<file path="config.mk">
export PLATFORM = sky130hd
export DESIGN_NAME = mult_pipe_signed
export DESIGN_NICKNAME = d
export VERILOG_FILES = /design/src/rtl/mult_pipe_signed.sv
export SDC_FILE = /design/constraint.sdc
export NUM_CORES = 2
export LEC_CHECK = 0
export BUFFER_PORTS_ARGS = -buffer_cell sky130_fd_sc_hd__buf_2
export CAP_MARGIN = 40
export CORE_AREA = 2 2 340 342
export CTS_BUF_LIST = sky130_fd_sc_hd__clkbuf_4 sky130_fd_sc_hd__clkbuf_8
export DETAILED_ROUTE_END_ITERATION = 6
export DIE_AREA = 0 0 342 344
export HOLD_SLACK_MARGIN = 0.1
export PLACE_DENSITY_LB_ADDON = 0.08
export RECOVER_POWER = 50
export SYNTH_ARGS = -nofsm -noshare
export SYNTH_HDL_FRONTEND = slang
export SYNTH_SLANG_ARGS = --single-unit
</file>
<file path="constraint.sdc">
create_clock -name clk -period 32.9 [get_ports clk]
set_clock_uncertainty 0.1 [all_clocks]
set_input_delay 9.87 -clock clk [delete_from_list [all_inputs] [get_ports clk]]
set_output_delay 9.87 -clock clk [all_outputs]
set_load 0.01 [all_outputs]
</file>
<file path="src/rtl/mult_pipe_signed.sv">
// Pipelined RV32IM multiplier (MUL/MULH/MULHSU/MULHU) using sign-magnitude: |a|*|b|, then conditional negate.
// Latency: LATENCY cycles from accepted beat to out_valid; 1 beat/cycle while out_ready is high.
// Backpressure: global stall (out_valid & ~out_ready) freezes every stage; flush/rst clear all valid bits.
// Optional: define MULT_TAG_EN to carry a 5-bit destination register tag (in_tag -> out_tag) with each beat.
module mult_pipe_signed #(
    parameter int WIDTH   = 32,
    parameter int LATENCY = 3
) (
    input  logic                 clk,
    input  logic                 rst,
    input  logic                 in_valid,
    output logic                 in_ready,
    input  logic [1:0]           op,
    input  logic [WIDTH-1:0]     a,
    input  logic [WIDTH-1:0]     b,
    input  logic                 flush,
    output logic                 out_valid,
    input  logic                 out_ready,
    output logic [WIDTH-1:0]     result,
    output logic [2*WIDTH-1:0]   product
`ifdef MULT_TAG_EN
    ,
    input  logic [4:0]           in_tag,
    output logic [4:0]           out_tag
`endif
);

    localparam int PW   = 2 * WIDTH;
    localparam int LAST = LATENCY - 1;
    // Multiply stages after the operand-conditioning stage; each folds in one chunk of |b|.
    localparam int NS   = (LATENCY > 1) ? (LATENCY - 1) : 1;
    localparam int CW   = (WIDTH + NS - 1) / NS;
    localparam logic [PW-1:0] CMASK = (PW'(1) << CW) - PW'(1);

    // Per-stage state. Stage 0 holds the operand magnitudes; s_acc[i] is the running partial sum.
    logic [LATENCY-1:0] s_vld;
    logic [WIDTH-1:0]   s_am  [LATENCY];
    logic [WIDTH-1:0]   s_bm  [LATENCY];
    logic [1:0]         s_op  [LATENCY];
    logic               s_neg [LATENCY];
    logic [PW-1:0]      s_acc [LATENCY];
    logic [PW-1:0]      nxt_acc [LATENCY];
`ifdef MULT_TAG_EN
    logic [4:0]         s_tag [LATENCY];
`endif

    logic               stall;
    logic               a_signed;
    logic               b_signed;
    logic               sa;
    logic               sb;
    logic               in_neg;
    logic [WIDTH-1:0]   a_mag;
    logic [WIDTH-1:0]   b_mag;
    logic [PW-1:0]      full_p;
    logic [PW-1:0]      pp;
    logic [PW-1:0]      sum;

    assign out_valid = s_vld[LAST];
    assign stall     = out_valid & ~out_ready;
    assign in_ready  = ~stall;

    // Operand conditioning: strip signs so the core multiply is always unsigned.
    // Negating the most-negative value wraps back to 2^(WIDTH-1), which is the correct unsigned magnitude.
    always_comb begin
        a_signed = (op == 2'b01) || (op == 2'b10);
        b_signed = (op == 2'b01);
        sa       = a_signed & a[WIDTH-1];
        sb       = b_signed & b[WIDTH-1];
        in_neg   = sa ^ sb;
        a_mag    = sa ? -a : a;
        b_mag    = sb ? -b : b;
    end

    // Next partial sums: each multiply stage adds |a| times one CW-bit chunk of |b|;
    // the final stage also restores the product sign.
    always_comb begin
        for (int i = 0; i < LATENCY; i++) begin
            nxt_acc[i] = '0;
        end
        full_p = '0;
        pp     = '0;
        sum    = '0;
        if (LATENCY == 1) begin
            full_p     = {{WIDTH{1'b0}}, a_mag} * {{WIDTH{1'b0}}, b_mag};
            nxt_acc[0] = in_neg ? -full_p : full_p;
        end else begin
            for (int i = 1; i < LATENCY; i++) begin
                pp  = ({{WIDTH{1'b0}}, s_am[i-1]}
                       * (({{WIDTH{1'b0}}, s_bm[i-1]} >> ((i - 1) * CW)) & CMASK))
                      << ((i - 1) * CW);
                sum = s_acc[i-1] + pp;
                nxt_acc[i] = ((i == LAST) && s_neg[i-1]) ? -sum : sum;
            end
        end
    end

    // Valid bits: cleared by rst or flush (including the beat accepted this cycle), frozen on stall,
    // otherwise shifted one stage per cycle so bubbles are preserved.
    always_ff @(posedge clk) begin
        if (rst || flush) begin
            s_vld <= '0;
        end else if (!stall) begin
            for (int i = LATENCY - 1; i > 0; i--) begin
                s_vld[i] <= s_vld[i-1];
            end
            s_vld[0] <= in_valid;
        end
    end

    // Data registers: no reset needed, outputs are gated by out_valid. Held while stalled.
    always_ff @(posedge clk) begin
        if (!stall) begin
            s_am[0]  <= a_mag;
            s_bm[0]  <= b_mag;
            s_op[0]  <= op;
            s_neg[0] <= in_neg;
`ifdef MULT_TAG_EN
            s_tag[0] <= in_tag;
`endif
            for (int i = 1; i < LATENCY; i++) begin
                s_am[i]  <= s_am[i-1];
                s_bm[i]  <= s_bm[i-1];
                s_op[i]  <= s_op[i-1];
                s_neg[i] <= s_neg[i-1];
`ifdef MULT_TAG_EN
                s_tag[i] <= s_tag[i-1];
`endif
            end
            for (int i = 0; i < LATENCY; i++) begin
                s_acc[i] <= nxt_acc[i];
            end
        end
    end

    // Output selection: low half for MUL, high half otherwise; zero whenever nothing is valid.
    always_comb begin
        result  = '0;
        product = '0;
        if (out_valid) begin
            product = s_acc[LAST];
            result  = (s_op[LAST] == 2'b00) ? s_acc[LAST][WIDTH-1:0] : s_acc[LAST][PW-1:WIDTH];
        end
    end

`ifdef MULT_TAG_EN
    assign out_tag = out_valid ? s_tag[LAST] : 5'd0;
`endif

endmodule
</file>
==> Word level (Yosys, flattened, before mapping) <==
Memories as Yosys holds them, arrays and structs flattened.
Cells that the tools add are included.
{ "classes": {"n_reduce_logical": 3, "muxes": 7, "n_mul": 2, "n_addsub": 5, "bitwise": 6, "n_eq_ne": 2} }
{ "op_table": {"columns": ["operator", "count"], "rows": [
  ["32-bit 2-to-1 mux", 4],
  ["64-bit 2-to-1 mux", 2],
  ["32-bit by 16-bit multiplier with 48-bit output", 2],
  ["64-bit by 48-bit adder with 64-bit output", 1],
  ["64-bit adder", 1],
  ["32-bit negator", 2],
  ["64-bit negator", 1],
  ["1-bit AND", 3],
  ["2-bit by 1-bit equality test with 1-bit output, second input constant", 1],
  ["2-bit equality test, second input constant", 1],
  ["2-bit zero test", 1],
  ["1-bit logical OR", 2],
  ["1-bit inverter", 2],
  ["1-bit 2-to-1 mux", 1],
  ["1-bit XOR", 1]
]} }
{ "totals": {"reg_bits": 3, "wordCells": 31, "memories": 5, "ramBits": 393} }
{ "memory_table": {"columns": ["memory", "words", "width", "rd", "rd_ports_with_merged_regs", "write_ports", "line", "rtl"], "rows": [
  ["s_acc", 3, 64, 3, 0, 3, "41", "logic [PW-1:0] s_acc [LATENCY];"],
  ["s_am", 3, 32, 2, 0, 3, "37", "logic [WIDTH-1:0] s_am [LATENCY];"],
  ["s_bm", 3, 32, 2, 0, 3, "38", "logic [WIDTH-1:0] s_bm [LATENCY];"],
  ["s_op", 3, 2, 3, 0, 3, "39", "logic [1:0] s_op [LATENCY];"],
  ["s_neg", 3, 1, 2, 0, 3, "40", "logic s_neg [LATENCY];"]
]} }

==> Depth between registers and ports, before layout <==
An unclocked memory read counts as a cell.
{ "logic_depth": {"ltp_word": 5, "mapped_depth": 40, "depth_no_buf": 39} }

==> Worst setup path before layout <==
No wires, ideal clock.
{ "synth_timing": {"path_kind": "input-to-output", "from": "in out_ready", "to": "out in_ready", "path_stages": 2, "t_required_ns": 22.930, "slack_ns": 8.362, "t_arrival_ns": 14.568, "cell_sequence": "nor2b_1 -> inv_1"} }
{ "synth_via": {"elab_chain_len": 3} }
{ "synth_rtl": {"columns": ["item", "line", "rtl"], "rows": [
  ["start, declared", "18", "input logic out_ready,"],
  ["1-bit inverter", "60", "assign stall = out_valid & ~out_ready;"],
  ["1-bit AND", "60", null],
  ["1-bit inverter", "61", "assign in_ready = ~stall;"],
  ["end, declared", "12", "output logic in_ready,"]
]} }
Every way passes these cells.

==> Worst setup path in the final report <==
Same ends and word-level chain as after synthesis.

==> results.yml <==
timing:
  tightest_slew_ns: 8.39
  max_freq_mhz: 41.4
  period_minus_slack_ns: 24.16
  maxSlewViolCount: 523
  hold_viol_final: 0
  finalCritPeriodShare_pct: 73.4
  finalSetupTns_ns: 0
  slew_headroom_pct: -459
  grt_setup_unrepaired: "false"
  setup_viol: 0
logic_synthesis:
  syn_area_um2: 45400
  syn_area_per_cell_um2: 9.20
  yosys_most_used_dff: "edfxtp_1"
  synth_nets: 6131
  yosysTopAreaCell: "fa_1"
  yosys.area.top_type_share_pct: 37.0
  yosys-top-cells-count: "inv_1 (907), nand2_1 (885), fa_1 (838), and2_1 (422), ha_1 (291)"
  synth_seq_cells: 238
  post-synth-top-count-cell: "inv_1"
  ys_types: 93
  synthTopCellsByArea: "fa_1 (37%), edfxtp_1 (16%), ha_1 (8.0%), inv_1 (7.5%), nand2_1 (7.3%)"
  synth_seq_area_share_pct: 15.7
  ys_warn_count: 0
  async_reset_ff_share_pct: 0
  syn_inst: 4931
  synth_edf_count: 235
clock_network:
  post_cts_resized: 0
  cts-root-buf: "clkbuf_8"
  cts_buffers: 47
  postCtsSetupRepairBufs: 0
  cts.path.max_buffers: 3
  clkTransAtPathRegs_ns: 0.05
  clock_sinks: 238
  htree_levels: 2
  cts_hold_buf: 0
  worstSkewPairLatency_ns: 0.69
  cts_tree: "yes"
drt:
  dr.pass1.iters: 6
  routed_wirelength_um: 133000
  num_vias: 33500
  wire_per_inst_um: 20.2
  viasPerCell: 5.11
  first_iter_violations: 1703
  drc: 0
  ant_nets: 0
floorplan:
  dieWidth_um: 342
  pin_count: 169
  initial_core_util_pct: 39.9
  core-area_um2: 114000
  dieArea_um2: 118000
  chipHeight_um: 344
  rows: 124
worst_setup_path:
  r2r_start: "s_am[0][53]"
  critPathLaunch: "out_ready"
  reg2regPathDepth: 36
  crit_type: "in -> out"
  cp_max_fo: 83
  cp-end-kind: "output pin"
  required_ns: 22.93
  critPathLaunchType: "input port"
  worstPathArrival_ns: 14.19
place:
  place_congestion: 0.871
  placed_area_um2: 48000
  dpl.hpwl_um: 102000
  io_buffers: 168
cells_and_area:
  final_core_util_pct: 42.9
  areaGrowthSynthToFinish_pct: 7.58
  layout.nets: 6211
  drive_above_1_share_pct: 6.42
  fin_area_um2: 48800
  nFillCells: 11500
global_route:
  grt_first_pass_wirelength_um: 209000
  globalRouteTotalUtil_pct: 23.1
  antenna_found_initial: 16
  gr-total-overflow: 0
  grt_pass1_vias: 35500
  grt_max_degree: 156
worst_hold_path:
  hold_depth: 0
  min_path_type: "reg -> reg"
  hp-start: "s_bm[0][30]"
outcome:
  violations: "max-capacitance violations, max-slew violations"
  outcome: "complete, but fails checks"
job:
  cap_violations: 15
[path summary, 6_finish.rpt]
check | end | slack, ns
min | s_bm[0][62] | 0.32
max reg2reg | s_acc[0][191] | 22.23
max | in_ready | 8.74
min reg2reg | s_bm[0][62] | 0.32
[state kept, by name, summed over array words and instances, names as in the netlist]
| name | cells |
|---|---|
| s_acc | 115 |
| s_am | 64 |
| s_bm | 48 |
| s_neg | 2 |
| s_op | 6 |
| s_vld | 3 |
[critical path: stages]
cell and delay [ns]:
buf_2 0.10, nor2b_1 0.23, clkinvlp_2 2.78, buf_2 1.13
[layout by cell type (no fill, tap or decap), types with 19 or more instances in the layout]
cell type / n
inv_1: 906
nand2_1: 885
fa_1: 838
and2_1: 410
ha_1: 291
edfxtp_1: 235
xnor2_1: 168
buf_2: 163
a21oi_1: 161
o21ai_0: 110
nor2_1: 101
xor2_1: 69
a21o_1: 52
clkbuf_8: 48
nand3_1: 43
buf_4: 40
a21boi_0: 39
clkbuf_1: 36
nor3_1: 35
o31ai_1: 25
o21a_1: 22
a31oi_1: 21
nand4_1: 21
or3_1: 21
and3_1: 19
nand2b_1: 19
[logic make-up after synthesis]
| kind of cell | synth area share, % |
|---|---|
| buffers and inverters | 9.31 |
| AND/OR/NAND/NOR | 17.2 |
| AO/OA/AOI/OAI | 8.13 |
| multiplexers | 0.157 |
| flip-flops | 15.7 |
| adder cells (fa/ha/maj) | 45.0 |
| XOR/XNOR | 4.57 |
[layout make-up]
cell class,instances,area (um^2),area share [%]
repair buffers,247,1380,2.82
clock inverters,25,223,0.456
clock buffers,60,751,1.54
diodes,6,15.0,0.0307
multi-input cells,3569,34000,69.7
inverters,908,3410,6.98
well taps,1512,1890,3.87
flip-flops and latches,238,7120,14.6
[through the flow]
stage / hold WS (ns) / worst slack, ns / instances
after global routing: 0.320 / 8.18 / 6563
after global placement: 0.302 / 11.82 / 6464
after floorplan: 0.300 / 8.36 / 4931
final: 0.317 / 8.74 / 6565
after detailed placement: 0.305 / 11.82 / 6474
after CTS: 0.316 / 11.82 / 6559
[per-layer routing]
metal  GRT usage [%]  vias to the layer above  wire [um]
met5               0                        -         41
met4            3.68                        6       1820
met3            3.38                      114       6800
met2            37.9                      739      61700
met1            33.1                    17200      62500
li1                -                    15500          -
Power is not shown: default switching activity piles up to over one toggle a cycle in this logic, so the estimate is an artifact.
